### src/rtl/simon_sequence_player.sv
// Simon pattern playback: regenerates an LFSR colour sequence from a seed, shows it
// through the LED driver's select/enable inputs, and also provides a timed all-LED strobe.
module simon_sequence_player #(
  parameter int unsigned MILLI_SECOND = 100_000,
  parameter int unsigned ON_TICKS     = 200 * MILLI_SECOND,
  parameter int unsigned OFF_TICKS    = 100 * MILLI_SECOND,
  parameter int unsigned STROBE_TICKS = 500 * MILLI_SECOND,
  parameter int unsigned CNT_W        = 27
) (
  input  logic        clk,
  input  logic        rst,
  input  logic        start,
  input  logic [15:0] seed,
  input  logic [5:0]  length,
  input  logic        flash,
  output logic        busy,
  output logic        done,
  output logic [1:0]  select,
  output logic        enable,
  output logic        strobe
);

  typedef enum logic [1:0] {
    IDLE,
    ON,
    OFF,
    FLASH
  } state_t;

  localparam logic [15:0] LFSR_INIT = 16'hACE1;
  localparam logic [15:0] LFSR_TAPS = 16'hB400;
  localparam logic [5:0]  MAX_LEN   = 6'd32;

  localparam logic [CNT_W-1:0] ON_LOAD     = CNT_W'(ON_TICKS - 1);
  localparam logic [CNT_W-1:0] OFF_LOAD    = CNT_W'(OFF_TICKS - 1);
  localparam logic [CNT_W-1:0] STROBE_LOAD = CNT_W'(STROBE_TICKS - 1);
  localparam logic [CNT_W-1:0] ONE         = CNT_W'(1);

  state_t           state, state_n;
  logic [15:0]      lfsr, lfsr_n;
  logic [CNT_W-1:0] timer, timer_n;
  logic [5:0]       idx, idx_n;
  logic [5:0]       len, len_n;
  logic [1:0]       select_n;
  logic             done_n;
  logic             timer_zero;

  function automatic logic [15:0] lfsr_step(input logic [15:0] cur);
    return (cur >> 1) ^ (cur[0] ? LFSR_TAPS : 16'h0000);
  endfunction

  assign timer_zero = (timer == '0);

  always_ff @(posedge clk) begin
    if (rst) begin
      state  <= IDLE;
      lfsr   <= LFSR_INIT;
      timer  <= '0;
      idx    <= '0;
      len    <= '0;
      select <= '0;
      done   <= 1'b0;
      busy   <= 1'b0;
      enable <= 1'b0;
      strobe <= 1'b0;
    end else begin
      state  <= state_n;
      lfsr   <= lfsr_n;
      timer  <= timer_n;
      idx    <= idx_n;
      len    <= len_n;
      select <= select_n;
      done   <= done_n;
      // Outputs are decoded from the next state so they line up with it exactly.
      busy   <= (state_n != IDLE);
      enable <= (state_n == ON);
      strobe <= (state_n == FLASH);
    end
  end

  always_comb begin
    state_n  = state;
    lfsr_n   = lfsr;
    timer_n  = timer;
    idx_n    = idx;
    len_n    = len;
    select_n = select;
    done_n   = 1'b0;

    unique case (state)
      IDLE: begin
        if (start) begin
          if (length != '0) begin
            lfsr_n   = (seed == '0) ? LFSR_INIT : seed;
            len_n    = (length > MAX_LEN) ? MAX_LEN : length;
            idx_n    = '0;
            select_n = lfsr_n[1:0];
            timer_n  = ON_LOAD;
            state_n  = ON;
          end else begin
            done_n = 1'b1;
          end
        end else if (flash) begin
          timer_n = STROBE_LOAD;
          state_n = FLASH;
        end
      end

      ON: begin
        if (timer_zero) begin
          lfsr_n  = lfsr_step(lfsr);
          timer_n = OFF_LOAD;
          state_n = OFF;
        end else begin
          timer_n = timer - ONE;
        end
      end

      OFF: begin
        if (timer_zero) begin
          if (idx == len - 6'd1) begin
            state_n = IDLE;
            done_n  = 1'b1;
          end else begin
            idx_n    = idx + 6'd1;
            select_n = lfsr[1:0];
            timer_n  = ON_LOAD;
            state_n  = ON;
          end
        end else begin
          timer_n = timer - ONE;
        end
      end

      FLASH: begin
        if (timer_zero) begin
          state_n = IDLE;
        end else begin
          timer_n = timer - ONE;
        end
      end

      default: state_n = IDLE;
    endcase
  end

endmodule
### config.mk
export PLATFORM = sky130hd
export DESIGN_NAME = simon_sequence_player
export DESIGN_NICKNAME = d
export VERILOG_FILES = /design/src/rtl/simon_sequence_player.sv
export SDC_FILE = /design/constraint.sdc
export NUM_CORES = 1
export LEC_CHECK = 0
export CAP_MARGIN = 20
export CORE_ASPECT_RATIO = 0.6
export CORE_MARGIN = 2
export CORE_UTILIZATION = 45
export CTS_BUF_LIST = sky130_fd_sc_hd__clkbuf_8
export CTS_CLUSTER_SIZE = 14
export DETAILED_ROUTE_END_ITERATION = 10
export SYNTH_ARGS = -nofsm -noshare
export SYNTH_HDL_FRONTEND = slang
export SYNTH_SLANG_ARGS = --single-unit
### constraint.sdc
create_clock -name clk -period 3.27 [get_ports clk]
set_clock_uncertainty 0.1 [all_clocks]
set_input_delay 0.654 -clock clk [delete_from_list [all_inputs] [get_ports clk]]
set_output_delay 0.654 -clock clk [all_outputs]
set_load 0.05 [all_outputs]
==> results_dict.tcl, run 1 <==
set metrics [dict create \
    status "completed" \
    dr.first_iter.drc_count 512 \
    multi_input_area_sq_um 2140 \
    hp-class "reg2reg" \
    hold_end "select[0]$_SDFFE_PP0P_" \
    initial_utilization_pct 46.0 \
    postCtsHoldBufs 0 \
    fin_nets 491 \
    start_kind "flip-flop" \
    cts-resized-gates 0 \
    relSlewSlack_pct 38.0 \
    fmax_mhz 335 \
    synth_commonest_cells "dfxtp_1 (63), nand2_1 (34), clkbuf_1 (28)" \
    register_area_sq_um 1260 \
    hold_depth 2 \
    grt_max_degree 53 \
    synth.top_cells.by_area "dfxtp_1 (35%), nand2_1 (3.6%), a21oi_1 (3.5%)" \
    die-area_sq_um 8710 \
    yosysSeqAreaShare_pct 35.2 \
    wire_per_inst_um 18.8 \
    routed_wl_mm 10.8 \
    clock_sinks 63 \
    worst_pin_slew_ns 0.928 \
    cap_violations 0 \
    grt_use_total_pct 26.2 \
    rsz0062_at_grt "no" \
    numCtsBuffers 9 \
    cts_tree "built" \
    dr.pass1.iters 5 \
    boundaryPins 32 \
    ant_nets 0 \
    fp.dieW_um 119 \
    synth_mux_area_share_pct 2.80 \
    portBuffers 31 \
    synth_ff_type "dfxtp_1" \
    die_y_um 73.1 \
    critPathArrivalTime_ns 3.13 \
    post-route-drc-count 0 \
    period_share_pct 91.2 \
    reg2reg_to "timer[15]$_SDFFE_PP0P_" \
    ys_warn_count 0 \
    path_max_fanout 10 \
    p_per_area_nw_per_um2 555 \
    clock_latency_ns 0.35 \
    final_hold_viol_count 0 \
    rows 25 \
    synth_seq_cells 63 \
    p_leak_nw 1.58 \
    viasPerCell 6.26 \
    r2r-start "len[0]$_SDFFE_PP0P_" \
    synthXorXnorAreaFrac_pct 3.18 \
    reg2reg_depth 8 \
    cts_setup_buffers 0 \
    synth_most_common_cell "dfxtp_1" \
    endpoint_kind "flip-flop" \
    root_buffer "clkbuf_8" \
    synth.net_count 463 \
    num_antenna_cells 0 \
    antenna_found_initial 0 \
    synth_edf_count 0 \
    core_sq_um 7790 \
    finalPower_mw 2.34 \
    avgSynthCellArea_sq_um 8.25 \
    clkSlewWorstSetupHoldPaths_ns 0.07 \
    synth_top_family_by_area "compound AO/OA/AOI/OAI gates" \
    setup-tns-final_ns 0 \
    syn_area_sq_um 3580 \
    hold_start "select[0]$_SDFFE_PP0P_" \
    overflow 0 \
    gp_congestion 0.928 \
    synth_adder_area_share_pct 1.05 \
    vias 3601 \
    setup-violations-final 0 \
    drv_slew 0 \
    drive_above_1_share_pct 10.7 \
    area_growth_pct 17.9 \
    crit_type "reg2reg" \
    critPathRequiredTime_ns 3.42 \
    htreeDepth 3 \
    grt_pass1_wl_mm 17.7 \
    synthArstFlopShare_pct 0 \
    grt_pass1_vias 3330 \
    fillers 756 \
    finalCriticalPeriod_ns 2.98 \
    yosysUniqueCellTypes 64 \
    dp_hpwl_mm 7.27 \
    synth_compound_area_share_pct 28.2 \
    synthSimpleGateAreaFrac_pct 24.4 \
    clk_path_buf_depth 2 \
    synth_top_area_cell "dfxtp_1" \
    synth_cells 434 \
    vdd_ir_drop_max_mv 0.299 \
    ff2ff_setup_slack_ns 0.29 \
    synth_top_area_share_pct 35.2 \
]
[critical path, stage by stage, from the launching register on]
cell      delay (ns)
dfxtp_1         0.44
inv_1           0.07
ha_1            0.26
xnor2_1         0.15
a21o_1          0.18
o21ai_0         0.54
and4_1          0.59
nor2_2          0.23
a311oi_1        0.32
[sequential cells by signal, summed over array words and instances, names as in the netlist]
name / flops
select: 2
lfsr: 16
timer: 27
len: 6
strobe: 1
enable: 1
state: 2
idx: 6
busy: 1
done: 1
[per-stage QoR]
step / setup slack (ns) / area, sq um / hold slack [ns] / std cells / utilization [%]
floorplan: 0.691 / 3580 / 0.332 / 434 / -
global placement: 0.161 / 4030 / 0.352 / 559 / 51.7
detailed placement: 0.197 / 4030 / 0.355 / 559 / 51.7
CTS: 0.320 / 4220 / 0.369 / 575 / 54.2
global route: 0.0519 / 4220 / 0.402 / 575 / 54.2
finish: 0.287 / 4220 / 0.366 / 575 / 54.2
[logic make-up after synthesis]
kind of cell,after synthesis
AOI/OAI and AO/OA,141
and+or+nand+nor,158
buffers and inverters,46
DFF,63
xor gates and xnor gates,13
adders and majority gates,3
muxes,10
[worst max-delay path by stage]
| stage | start | to | slack, ns | cells after the start |
|---|---|---|---|---|
| 2_1_floorplan | length[0] | timer[12]$_SDFFE_PP0P_ | 0.69 | 7 |
| 3_3_place_gp | length[0] | timer[22]$_SDFFE_PP0P_ | 0.16 | 8 |
| 3_5_place_dp | length[0] | timer[15]$_SDFFE_PP0P_ | 0.20 | 8 |
| 4_1_cts | len[0]$_SDFFE_PP0P_ | timer[15]$_SDFFE_PP0P_ | 0.32 | 8 |
| 5_1_grt | len[0]$_SDFFE_PP0P_ | timer[23]$_SDFFE_PP0P_ | 0.05 | 8 |
| 6_report | len[0]$_SDFFE_PP0P_ | timer[15]$_SDFFE_PP0P_ | 0.29 | 8 |
[report_power, final]
group | internal, mW | total [mW] | switching, mW | leakage (nW)
sequential | 0.860 | 0.948 | 0.0879 | 0.519
clock | 0.354 | 0.664 | 0.310 | 0.103
combinational | 0.299 | 0.728 | 0.429 | 0.956
total | 1.51 | 2.34 | 0.827 | 1.58
[cell usage in the layout (no fill, tap or decap), types with 13 or more instances in the layout]
cell type,synthesis,layout
o21ai_0,19,19
clkdlybuf4s50_1,0,30
clkbuf_8,0,13
dfxtp_1,63,63
a21oi_1,25,25
nor2_1,22,22
a211oi_1,14,14
nor3_1,13,13
nand3_1,23,23
buf_4,0,18
inv_1,14,15
nand2_1,34,34
[routing by layer]
metal  up-vias  routed length [um]  GRT usage, %
li1       1722                   -             -
met1      1684                5440          39.6
met2       179                4170          35.6
met3        16                1060          6.95
met4         0                 158          8.33
met5         -                   0             0
[final cells by class]
class | instances | share of cell area (%)
multi-input cells | 325 | 50.6
flip-flops and latches | 63 | 29.9
repair buffers | 49 | 10.4
clock buffers | 13 | 4.24
well taps | 108 | 3.20
inverters | 14 | 1.25
clock inverters | 3 | 0.385
Power figures use the tool's default switching activity.
==> run 2: changes to the inputs <==
--- a/config.mk
+++ b/config.mk
@@ -5,9 +5,10 @@
 export SDC_FILE = /design/constraint.sdc
 export NUM_CORES = 1
 export LEC_CHECK = 0
+export ABC_CLOCK_PERIOD_IN_PS = 3400
 export CAP_MARGIN = 20
 export CORE_ASPECT_RATIO = 0.6
-export CORE_MARGIN = 2
+export CORE_MARGIN = 10
 export CORE_UTILIZATION = 45
 export CTS_BUF_LIST = sky130_fd_sc_hd__clkbuf_8
 export CTS_CLUSTER_SIZE = 14
==> constraint.sdc (replaced) <==
create_clock -name clk -period 3.4 [get_ports clk]
set_clock_uncertainty 0.1 [all_clocks]
set_input_delay 0.68 -clock clk [delete_from_list [all_inputs] [get_ports clk]]
set_output_delay 0.68 -clock clk [all_outputs]
set_load 0.05 [all_outputs]
==> results_dict.tcl, run 2 (same netlist as run 1, synthesis figures left out) <==
set metrics [dict create \
    gp_congestion 0.935 \
    dp_hpwl_mm 7.44 \
    status "completed" \
    routed_wl_mm 11.0 \
    fp.dieW_um 135 \
    crit_family "simple AND/OR/NAND/NOR gates" \
    final_cell_mix "dfxtp_1 (63), nand2_1 (34), clkdlybuf4s50_1 (30)" \
    die-area_sq_um 12000 \
    final_core_util_pct 53.1 \
    period_share_pct 91.0 \
    cpPeakStageDelay_ns 0.64 \
    final_common_cell "dfxtp_1" \
    preCtsSetupSlack_ns 0.221 \
    cts_tree "built" \
    path_max_fanout 7 \
    setup-tns-final_ns 0 \
    clock_latency_ns 0.36 \
    wire_per_inst_um 19.3 \
    numCtsBuffers 9 \
    final_hold_viol_count 0 \
    ff2ff_setup_slack_ns 0.31 \
    clk_path_buf_depth 2 \
    num_antenna_cells 0 \
    boundaryPins 32 \
    top_register "timer" \
    crit_slowest_cell "nor4b_1" \
    setup_ws_ns 0.305 \
    grt_pass1_wl_mm 17.8 \
    area_growth_pct 16.0 \
    portBuffers 31 \
    drv_slew 0 \
    postCtsHoldBufs 0 \
    ant_nets 0 \
    relSlewSlack_pct 36.8 \
    clkSlewWorstSetupHoldPaths_ns 0.07 \
    dr.first_iter.drc_count 360 \
    r2r-start "timer[0]$_SDFFE_PP0P_" \
    critPathArrivalTime_ns 3.21 \
    startpoint "timer[0]$_SDFFE_PP0P_" \
    register_area_sq_um 1260 \
    root_buffer "clkbuf_8" \
    fmax_mhz 323 \
    antenna_found_initial 0 \
    hold_end "select[0]$_SDFFE_PP0P_" \
    reg2reg_depth 9 \
    cts_setup_buffers 0 \
    htreeDepth 3 \
    clock_sinks 63 \
    viasPerCell 6.31 \
    start_kind "flip-flop" \
    cap_violations 0 \
    rows 25 \
    finalPower_mw 2.17 \
    reg2reg_to "timer[1]$_SDFFE_PP0P_" \
    post-route-drc-count 0 \
    largest_reg_flops 27 \
    crit_type "reg2reg" \
    rsz0062_at_grt "no" \
    p_per_area_nw_per_um2 522 \
    endpoint_kind "flip-flop" \
    fin_nets 487 \
    drive_above_1_share_pct 9.09 \
    finalCriticalPeriod_ns 3.09 \
    top_regs "timer x27, lfsr x16" \
    grt_use_total_pct 18.6 \
    crit_chain "inv_1, ha_1, nor4b_2, buf_4, and4b_1, a21oi_1, nor2_1, nor4b_1, a211oi_1" \
    setup-violations-final 0 \
    hold_depth 2 \
    hp-class "reg2reg" \
    crit_buf_inv 2 \
    hold_start "select[0]$_SDFFE_PP0P_" \
    fillers 772 \
    p_leak_nw 1.55 \
    vias 3594 \
    die_y_um 89.1 \
    core_sq_um 7820 \
    critPathRequiredTime_ns 3.51 \
    initial_utilization_pct 45.8 \
    worst_pin_slew_ns 0.947 \
    vdd_ir_drop_max_mv 0.280 \
    whs_ns 0.363 \
    multi_input_area_sq_um 2140 \
    dr.pass1.iters 7 \
    grt_max_degree 53 \
    cts-resized-gates 0 \
    grt_pass1_vias 3357 \
    overflow 0 \
]
run 2: cell count changes in the layout (fill, tap and decap cells not counted):
cell / previous run / this run
clkbuf_8: 13 / 10
clkinvlp_4: 1 / 0
buf_4: 18 / 14
inv_1: 15 / 18
run 2: layer usage:
layer	GRT usage (%)	up-vias	wire (um)
met5	0	-	0
met4	3.60	0	125
met3	7.97	16	1170
met2	25.3	173	4300
met1	26.3	1690	5420
li1	-	1715	-
run 2: metrics by stage:
step / instance area (sq um) / cells
after global placement: 4000 / 555
after detailed placement: 4000 / 555
final: 4150 / 570
after floorplan: 3580 / 434
after global routing: 4150 / 570
after CTS: 4150 / 570
run 2: how the worst max path moves through the flow:
stage	endpoint	slack, ns	depth (start not counted)
3_5_place_dp	timer[22]$_SDFFE_PP0P_	0.22	7
2_1_floorplan	timer[12]$_SDFFE_PP0P_	0.79	7
5_1_grt	timer[1]$_SDFFE_PP0P_	0.15	9
4_1_cts	timer[1]$_SDFFE_PP0P_	0.46	9
6_report	timer[1]$_SDFFE_PP0P_	0.31	9
3_3_place_gp	timer[22]$_SDFFE_PP0P_	0.26	7
run 2: power breakdown:
group          leakage (nW)  internal (mW)  switching, mW
logic                 0.937          0.279          0.410
registers             0.519          0.827         0.0899
clock network        0.0971          0.269          0.294
run 2: final cells by class:
type | instances | area share [%]
flip-flops and latches | 63 | 30.4
inverters | 14 | 1.27
multi-input cells | 325 | 51.4
repair buffers | 45 | 9.88
clock inverters | 5 | 0.482
clock buffers | 10 | 3.31
well taps | 108 | 3.25
run 2: worst min-delay path, stage by stage (launching register included):
cell and delay, ns:
dfxtp_1 0.31, nand3_1 0.06, a21oi_1 0.05
==> run 3: changes to the inputs <==
--- a/config.mk
+++ b/config.mk
@@ -8,11 +8,12 @@
 export ABC_CLOCK_PERIOD_IN_PS = 3400
 export CAP_MARGIN = 20
 export CORE_ASPECT_RATIO = 0.6
-export CORE_MARGIN = 10
+export CORE_MARGIN = 8
 export CORE_UTILIZATION = 45
 export CTS_BUF_LIST = sky130_fd_sc_hd__clkbuf_8
 export CTS_CLUSTER_SIZE = 14
 export DETAILED_ROUTE_END_ITERATION = 10
+export SKIP_LAST_GASP = 1
 export SYNTH_ARGS = -nofsm -noshare
 export SYNTH_HDL_FRONTEND = slang
 export SYNTH_SLANG_ARGS = --single-unit
==> results_dict.tcl, run 3 (same netlist as run 1, synthesis figures left out) <==
set metrics [dict create \
    cts_setup_buffers 0 \
    core_sq_um 7790 \
    dr.pass1.iters 5 \
    grt_pass1_vias 3427 \
    top_register "timer" \
    fp.dieW_um 131 \
    drv_slew 0 \
    final_core_util_pct 53.8 \
    rows 25 \
    cts_tree "built" \
    gp_congestion 0.937 \
    hp-class "reg2reg" \
    setup-violations-final 0 \
    seqPwrFrac_pct 40.6 \
    status "completed" \
    area_growth_pct 17.1 \
    clock_sinks 63 \
    critPathRequiredTime_ns 3.56 \
    p_int_mw 1.46 \
    fillers 753 \
    clkPwrFrac_pct 29.1 \
    whs_ns 0.375 \
    dr.first_iter.drc_count 498 \
    final_common_cell "dfxtp_1" \
    reg2reg_depth 9 \
    p_per_area_nw_per_um2 540 \
    vias 3661 \
    fin_nets 488 \
    die-area_sq_um 11200 \
    hold_depth 2 \
    crit_slowest_cell "or4_4" \
    critPathArrivalTime_ns 2.99 \
    antenna_found_initial 0 \
    register_area_sq_um 1260 \
    drive_above_1_share_pct 9.91 \
    vdd_ir_drop_max_mv 0.207 \
    start_kind "flip-flop" \
    final_cell_mix "dfxtp_1 (63), nand2_1 (34), clkdlybuf4s50_1 (30)" \
    clk_path_buf_depth 2 \
    p_sw_share_pct 35.6 \
    path_max_fanout 12 \
    wire_per_inst_um 19.1 \
    largest_reg_flops 27 \
    clkSlewWorstSetupHoldPaths_ns 0.07 \
    initial_utilization_pct 46.0 \
    top_regs "timer x27, lfsr x16" \
    die_y_um 85.1 \
    grt_use_total_pct 19.7 \
    postCtsHoldBufs 0 \
    worst_pin_slew_ns 0.949 \
    fmax_mhz 353 \
    clock_latency_ns 0.36 \
    post-route-drc-count 0 \
    overflow 0 \
    grt_pass1_wl_mm 18.0 \
    p_sw_uw 807 \
    boundaryPins 32 \
    p_leak_nw 1.57 \
    numCtsBuffers 9 \
    finalCriticalPeriod_ns 2.83 \
    routed_wl_mm 10.9 \
    crit_type "reg2reg" \
    cpPeakStageDelay_ns 0.59 \
    cap_violations 0 \
    relSlewSlack_pct 36.7 \
    setup-tns-final_ns 0 \
    crit_chain "inv_1, ha_1, nor4b_2, buf_4, nand3_1, or4_4, a21o_1, a211o_1, a32o_1" \
    multi_input_area_sq_um 2140 \
    p_comb_share_pct 30.2 \
    period_share_pct 83.2 \
    viasPerCell 6.40 \
    final_cells 572 \
    htreeDepth 3 \
    finalPower_mw 2.26 \
    dp_hpwl_mm 7.44 \
    final_hold_viol_count 0 \
    placed_cells 556 \
    grt_max_degree 31 \
    root_buffer "clkbuf_8" \
    num_antenna_cells 0 \
    cts-resized-gates 0 \
    rsz0062_at_grt "no" \
    portBuffers 31 \
    ant_nets 0 \
    endpoint_kind "flip-flop" \
]
==> run 3: area by class of cell <==
cell class | count | share of cell area [%]
flip-flops and latches | 63 | 30.1
clock buffers | 10 | 3.28
well taps | 108 | 3.22
clock inverters | 6 | 1.25
inverters | 14 | 1.25
repair buffers | 46 | 9.97
multi-input cells | 325 | 50.9
==> run 3: power groups by stage <==
stage                     clock (mW)  combinational, mW  sequential [mW]
after detailed placement           0              0.668            0.931
after floorplan                    0              0.452            0.927
after CTS                      0.667              0.672            0.916
after global routing           0.697              0.746            0.931
final                          0.659              0.684            0.920
after global placement             0              0.661            0.930
==> run 3: final timing paths <==
check	from	end	slack [ns]
worst min register to register	lfsr[12]$_SDFFE_PP0P_	lfsr[12]$_SDFFE_PP0P_	0.38
worst max-delay path	timer[1]$_SDFFE_PP0P_	timer[12]$_SDFFE_PP0P_	0.57
worst max register to register	timer[1]$_SDFFE_PP0P_	timer[12]$_SDFFE_PP0P_	0.57
worst min-delay path	lfsr[12]$_SDFFE_PP0P_	lfsr[12]$_SDFFE_PP0P_	0.38
==> run 3: routing by layer <==
metal	GRT usage (%)	share of wire [%]	up-vias
met4	5.56	1.0	2
met5	2.75	0.34	-
met3	6.01	9.0	17
met1	28.6	51	1759
li1	-	-	1719
met2	26.6	39	164
==> run 3: critical path: cells and delay by family (launching register included) <==
kind / cells / cell delay [ns]
and+or+nand+nor: 3 / 0.95
buffers and inverters: 2 / 0.25
AOI/OAI and AO/OA: 3 / 0.84
DFF: 1 / 0.33
adders and majority gates: 1 / 0.26
==> run 3: per-stage QoR <==
stage | setup WS, ns | area [sq um]
final | 0.570 | 4190
after floorplan | 0.795 | 3580
after global placement | 0.294 | 4000
after detailed placement | 0.293 | 4000
after CTS | 0.611 | 4190
after global routing | 0.280 | 4190
